--- src/rtl/pixel_fetch.sv ---
// pixel_fetch: turns warped source coordinates into frame-buffer reads and streams the
// returned pixels, in issue order, as an AXI4-Stream video stream with frame/line markers.
module pixel_fetch #(
    parameter int unsigned       H_RES        = 1080,
    parameter int unsigned       V_RES        = 960,
    parameter int unsigned       ADDR_W       = 20,
    parameter int unsigned       DATA_W       = 24,
    parameter int unsigned       READ_LATENCY = 2,
    parameter int unsigned       FIFO_DEPTH   = 16,
    parameter logic [DATA_W-1:0] BLANK        = '0
) (
    input  logic              clk,
    input  logic              reset,
    input  logic [11:0]       xOut,
    input  logic [11:0]       yOut,
    input  logic              addr_vld,
    output logic              mem_ready,
    output logic              mem_en,
    output logic [ADDR_W-1:0] mem_addr,
    input  logic [DATA_W-1:0] mem_rdata,
    output logic [DATA_W-1:0] pix_tdata,
    output logic              pix_tvalid,
    input  logic              pix_tready,
    output logic              pix_tuser,
    output logic              pix_tlast,
    output logic              ovf_err
);

    localparam int unsigned PEND_W = $clog2(FIFO_DEPTH + 1);
    localparam int unsigned PTR_W  = $clog2(FIFO_DEPTH);
    localparam int unsigned CNT_W  = $clog2(FIFO_DEPTH + 1);
    localparam int unsigned COL_W  = $clog2(H_RES);
    localparam int unsigned ROW_W  = $clog2(V_RES);

    localparam logic [PEND_W-1:0] PEND_MAX  = PEND_W'(FIFO_DEPTH);
    localparam logic [PEND_W-1:0] PEND_RDY  = PEND_W'(FIFO_DEPTH - 1);
    localparam logic [COL_W-1:0]  COL_LAST  = COL_W'(H_RES - 1);
    localparam logic [ROW_W-1:0]  ROW_LAST  = ROW_W'(V_RES - 1);

    // ---------------------------------------------------------------- credit
    logic [PEND_W-1:0] pending_q, pending_d;
    logic              accept;
    logic              pop;
    logic              ovf_q;

    assign accept    = addr_vld && (pending_q != PEND_MAX);
    assign mem_ready = (pending_q < PEND_RDY);

    always_comb begin
        pending_d = pending_q;
        case ({accept, pop})
            2'b10:   pending_d = pending_q + PEND_W'(1);
            2'b01:   pending_d = pending_q - PEND_W'(1);
            default: pending_d = pending_q;
        endcase
    end

    always_ff @(posedge clk or negedge reset) begin
        if (!reset) begin
            pending_q <= '0;
            ovf_q     <= 1'b0;
        end else begin
            pending_q <= pending_d;
            if (addr_vld && (pending_q == PEND_MAX)) begin
                ovf_q <= 1'b1;
            end
        end
    end

    assign ovf_err = ovf_q;

    // ---------------------------------------------------------------- stage A
    logic [11:0] a_x_q, a_y_q;
    logic        a_vld_q, a_oob_q;
    logic        in_oob;

    assign in_oob = (32'(xOut) >= H_RES) || (32'(yOut) >= V_RES);

    always_ff @(posedge clk or negedge reset) begin
        if (!reset) begin
            a_x_q   <= '0;
            a_y_q   <= '0;
            a_vld_q <= 1'b0;
            a_oob_q <= 1'b0;
        end else begin
            a_vld_q <= accept;
            if (accept) begin
                a_x_q   <= xOut;
                a_y_q   <= yOut;
                a_oob_q <= in_oob;
            end
        end
    end

    // ---------------------------------------------------------------- stage B / issue
    logic              b_vld_q, b_oob_q;
    logic              mem_en_q;
    logic [ADDR_W-1:0] mem_addr_q;
    logic [ADDR_W-1:0] lin_addr;

    // Computed modulo 2^ADDR_W, identical to truncating the full-width product.
    assign lin_addr = ADDR_W'(a_y_q) * ADDR_W'(H_RES) + ADDR_W'(a_x_q);

    always_ff @(posedge clk or negedge reset) begin
        if (!reset) begin
            b_vld_q    <= 1'b0;
            b_oob_q    <= 1'b0;
            mem_en_q   <= 1'b0;
            mem_addr_q <= '0;
        end else begin
            b_vld_q  <= a_vld_q;
            b_oob_q  <= a_oob_q;
            mem_en_q <= a_vld_q && !a_oob_q;
            if (a_vld_q && !a_oob_q) begin
                mem_addr_q <= lin_addr;
            end
        end
    end

    assign mem_en   = mem_en_q;
    assign mem_addr = mem_addr_q;

    // ---------------------------------------------------------------- return delay line
    logic [READ_LATENCY-1:0] dl_vld_q, dl_oob_q;
    logic                    push;
    logic [DATA_W-1:0]       push_data;

    always_ff @(posedge clk or negedge reset) begin
        if (!reset) begin
            dl_vld_q <= '0;
            dl_oob_q <= '0;
        end else begin
            dl_vld_q[0] <= b_vld_q;
            dl_oob_q[0] <= b_oob_q;
            for (int i = 1; i < int'(READ_LATENCY); i++) begin
                dl_vld_q[i] <= dl_vld_q[i-1];
                dl_oob_q[i] <= dl_oob_q[i-1];
            end
        end
    end

    assign push      = dl_vld_q[READ_LATENCY-1];
    assign push_data = dl_oob_q[READ_LATENCY-1] ? BLANK : mem_rdata;

    // ---------------------------------------------------------------- output FIFO
    // Registered head word in front of a circular store; an empty store lets a push
    // bypass straight into the head so first-word latency is one cycle.
    logic [DATA_W-1:0] fifo_mem [FIFO_DEPTH];
    logic [PTR_W-1:0]  wr_ptr_q, rd_ptr_q;
    logic [CNT_W-1:0]  cnt_q, cnt_d;
    logic              head_vld_q;
    logic [DATA_W-1:0] head_q;
    logic              head_load, load_from_mem, bypass, mem_wr;

    assign pop           = head_vld_q && pix_tready;
    assign head_load     = !head_vld_q || pop;
    assign load_from_mem = head_load && (cnt_q != '0);
    assign bypass        = head_load && (cnt_q == '0) && push;
    assign mem_wr        = push && !bypass;

    always_comb begin
        cnt_d = cnt_q;
        case ({mem_wr, load_from_mem})
            2'b10:   cnt_d = cnt_q + CNT_W'(1);
            2'b01:   cnt_d = cnt_q - CNT_W'(1);
            default: cnt_d = cnt_q;
        endcase
    end

    always_ff @(posedge clk) begin
        if (mem_wr) begin
            fifo_mem[wr_ptr_q] <= push_data;
        end
    end

    always_ff @(posedge clk or negedge reset) begin
        if (!reset) begin
            wr_ptr_q   <= '0;
            rd_ptr_q   <= '0;
            cnt_q      <= '0;
            head_vld_q <= 1'b0;
            head_q     <= '0;
        end else begin
            cnt_q <= cnt_d;
            if (mem_wr) begin
                wr_ptr_q <= wr_ptr_q + PTR_W'(1);
            end
            if (load_from_mem) begin
                head_q     <= fifo_mem[rd_ptr_q];
                head_vld_q <= 1'b1;
                rd_ptr_q   <= rd_ptr_q + PTR_W'(1);
            end else if (bypass) begin
                head_q     <= push_data;
                head_vld_q <= 1'b1;
            end else if (pop) begin
                head_vld_q <= 1'b0;
            end
        end
    end

    // ---------------------------------------------------------------- raster position
    logic [COL_W-1:0] col_q;
    logic [ROW_W-1:0] row_q;

    always_ff @(posedge clk or negedge reset) begin
        if (!reset) begin
            col_q <= '0;
            row_q <= '0;
        end else if (pop) begin
            if (col_q == COL_LAST) begin
                col_q <= '0;
                row_q <= (row_q == ROW_LAST) ? '0 : row_q + ROW_W'(1);
            end else begin
                col_q <= col_q + COL_W'(1);
            end
        end
    end

    assign pix_tvalid = head_vld_q;
    assign pix_tdata  = head_q;
    assign pix_tuser  = head_vld_q && (col_q == '0) && (row_q == '0);
    assign pix_tlast  = head_vld_q && (col_q == COL_LAST);

endmodule

--- config.mk ---
export PLATFORM = sky130hd
export DESIGN_NAME = pixel_fetch
export DESIGN_NICKNAME = d
export VERILOG_FILES = /design/src/rtl/pixel_fetch.sv
export SDC_FILE = /design/constraint.sdc
export NUM_CORES = 1
export LEC_CHECK = 0
export CAP_MARGIN = 20
export CORE_AREA = 3 3 195 216
export DETAILED_ROUTE_END_ITERATION = 8
export DIE_AREA = 0 0 198 219
export GPL_TIMING_DRIVEN = 0
export PLACE_DENSITY_LB_ADDON = 0.15
export SLEW_MARGIN = 30
export SYNTH_ARGS = -nofsm -noshare
export SYNTH_HDL_FRONTEND = slang
export SYNTH_SLANG_ARGS = --single-unit
--- constraint.sdc ---
create_clock -name clk -period 4.2 [get_ports clk]
set_clock_uncertainty 0.1 [all_clocks]
set_input_delay 0.84 -clock clk [delete_from_list [all_inputs] [get_ports clk]]
set_output_delay 0.84 -clock clk [all_outputs]
set_load 0.05 [all_outputs]
==> qor.yml <==
setup_path:
  startpoint_type: "flip-flop"
  end_kind: "flip-flop"
  crit_fanout: 3
  worstPathRequired_ns: 4.58
  cpMostUsedCell: "ha_4"
  r2r_end: "mem_addr[15]"
  max_stage_delay_ns: 0.62
  cp_top_family: "adder cells"
  crit_slowest_cell: "fa_2"
  rrSetupSlack_ns: -0.08
  worstSetupPathType: "reg2reg"
  path_cells: "ha_4 -> ha_4 -> inv_2 -> fa_1 -> inv_2 -> ha_4 -> fa_2 -> ha_4 -> and2_4 -> a311o_1 -> a2111oi_4 -> nor2_2 -> o211ai_1 -> xnor2_1 -> mux2_4"
  r2r_cells: 15
  crit-reg2reg-launch: "a_y_q[3]"
  critPathArrivalTime_ns: 4.65
  crit_buf_inv: 2
synth:
  syn_area_um2: 21900
  synthCells: 1338
  synth.area.mux_share_pct: 12.5
  synthFlopType: "edfxtp_1"
  seq_area_frac_synth_pct: 66.0
  synth_edf_count: 384
  synth_compound_area_share_pct: 4.25
  synth_nets: 1478
  synth_top_family_by_area: "multiplexers"
  async_reset_ff_share_pct: 23.5
  synth_seq_cells: 502
  yosysWarningCount: 0
  synth_top_area_cell: "edfxtp_1"
  synthTopCellsByArea: "edfxtp_1, dfrtp_1, mux4_2"
  synth-simple-area-share_pct: 7.26
  synth_xor_area_share_pct: 2.08
  yosysTopAreaCellShare_pct: 52.6
  synthAdderAreaFrac_pct: 5.67
  syn_avg_cell_area_um2: 16.4
  synth_cell_types: 66
detailed_routing:
  ant_nets: 0
  avgViaCountPerCell: 5.91
  drt_iter0_markers: 1000
  finalWirelength_mm: 49.9
  wl_per_cell_um: 23.8
  first_pass_iters: 4
  vias: 12400
  drc: 0
floorplanning:
  start_util_pct: 54.7
  die-area_um2: 43400
  chipWidth_um: 198
  chipHeight_um: 219
  core_area_um2: 40100
  io_pins: 102
  fp-row-count: 77
power_and_ir_drop:
  power_density_nw_per_um2: 839
  vdd.ir_drop.worst_v: 0.000661
  leakage_uw: 0.00981
  power_uw: 22200
grt:
  grt_max_degree: 72
  gr-total-overflow: 0
  grt_pass1_vias: 12800
  use_met1_pct: 33.2
  grt_busiest_layer: "met2"
  grtUsageTotal_pct: 23.6
  grt_use_met2_pct: 38.5
  grtUsageMet3_pct: 4.73
  antenna_found_initial: 0
  grt_pass1_wl_mm: 76.1
layout:
  finalNetCount: 1679
  area_growth_pct: 20.5
  stdcell_count: 2093
  utilization_pct: 66.0
  final_common_cell: "edfxtp_1"
  final_layout_size_suffix_gt1_share_pct: 23.6
  final_cell_mix: "edfxtp_1, nand2_1, mux4_2"
  diodes: 0
  nFillCells: 2810
clock_network:
  cts_sinks: 502
  cts.htree.levels: 2
  cts.clk_slew.worst_paths_ns: 0.06
  cts_tree: "done"
  cts.path.max_buffers: 3
  clock-root-buffer: "clkbuf_16"
  clock_latency_ns: 0.60
  cts_made_buffers: 51
  cts_hold_buf: 0
run_status:
  status: "finished with violations"
  violations: "setup timing"
run:
  cap_violations: 0
sta:
  tightestPinTransition_ns: 1.06
  maxSlewViolCount: 0
  hold_slack_ns: 0.0559
  setup_viol: 2
  layout_min_cycle_time_ns: 4.28
  finalHoldViolCount: 0
  rsz0062_at_grt: "true"
  fin_crit_sh_pct: 102
  max-slew-margin-rel_pct: 28.9
  postLayoutSetupSlackWorst_ns: -0.0763
  clock.fmax_mhz: 234
placement:
  gp_congestion: 0.799
  dpl.cell_count: 1969
  port_buffers: 101
  dp_hpwl_mm: 32.4
hold_path:
  min_path_type: "in2async"
-- sequential cells by signal, indices dropped and copies added (netlist names), 2 cells and up --
register,count
a_y_q,12
dl_oob_q,2
pix_tdata,24
dl_vld_q,2
pending_q,5
col_q,11
a_x_q,12
mem_addr,20
fifo_mem,384
cnt_q,5
wr_ptr_q,4
rd_ptr_q,4
row_q,10
-- cells in the mapped netlist, drive strengths merged (3+ instances only) --
cell type  instances
inv               73
nand2            133
nand2b             3
nor4               4
a21oi             20
xor2              22
ha                69
nor3              17
and4               5
nor4b              3
or2                4
mux4             120
and3              29
clkbuf            39
nor2b             28
dfrtp            118
and2              23
buf               18
or3                6
a221o             25
edfxtp           384
nor2              35
o211ai             7
xnor2             30
or4b               3
fa                19
a21o              13
nand4              9
o21ai             29
nand3             14
-- power breakdown --
group / leakage, uW / switching (uW) / internal, uW / total, uW
sequential: 0.00498 / 437 / 6260 / 6690
clock: 0.000783 / 1900 / 2500 / 4400
combinational: 0.00406 / 5990 / 5100 / 11100
total: 0.00981 / 8320 / 13900 / 22200
-- stage by stage --
step	cell area [um^2]	TNS [ns]	setup slack, ns
after floorplan	22000	0	0.00806
after global placement	23600	-397.25	-2.94
after detailed placement	24100	-3.54	-0.494
after CTS	26000	-0.157	-0.0656
after global routing	26400	-0.443	-0.130
final	26400	-0.104	-0.0763
-- logic make-up (layout without fill, tap and decap cells) --
kind of cell	count (synthesis)	after routing
AOI/OAI and AO/OA	123	123
DFF	502	502
buffers and inverters	130	372
and+or+nand+nor	320	320
muxes	123	123
adders and majority gates	88	88
xor gates and xnor gates	52	52
-- area by class of cell --
class	instances	area [um^2]	area share, %
inverter	73	274	1.04
tap	513	642	2.43
timing repair buffer	150	1710	6.46
clock inverter	24	244	0.923
buffer	55	234	0.885
clock buffer	70	1380	5.21
multi-input combinational	706	7460	28.2
sequential	502	14500	54.8
-- metal layers --
metal | up-vias | part of all wire [%]
met2 | 391 | 50
met1 | 6369 | 42
met3 | 69 | 6.7
met5 | - | 0
li1 | 5539 | -
met4 | 0 | 1.8
-- worst max path at each step --
stage	slack (ns)	cells after the start	end	startpoint
after floorplan	0.008	16	mem_addr[19]	a_y_q[2]
after global routing	-0.13	15	mem_addr[15]	a_y_q[3]
final	-0.08	15	mem_addr[15]	a_y_q[3]
after global placement	-2.94	1	a_y_q[5]	reset
after detailed placement	-0.49	15	cnt_q[4]	pix_tready
after CTS	-0.07	17	mem_addr[15]	a_y_q[2]
-- repair_timing --
item | CTS | global route
buffers inserted | 11 | 21
hold endpoints to repair | 0 | 0
pin swaps | 20 | 32
setup endpoints to repair | 9 | 9
gates resized for setup | 49 | 42
Note: power is estimated with default switching activity, not from simulation.
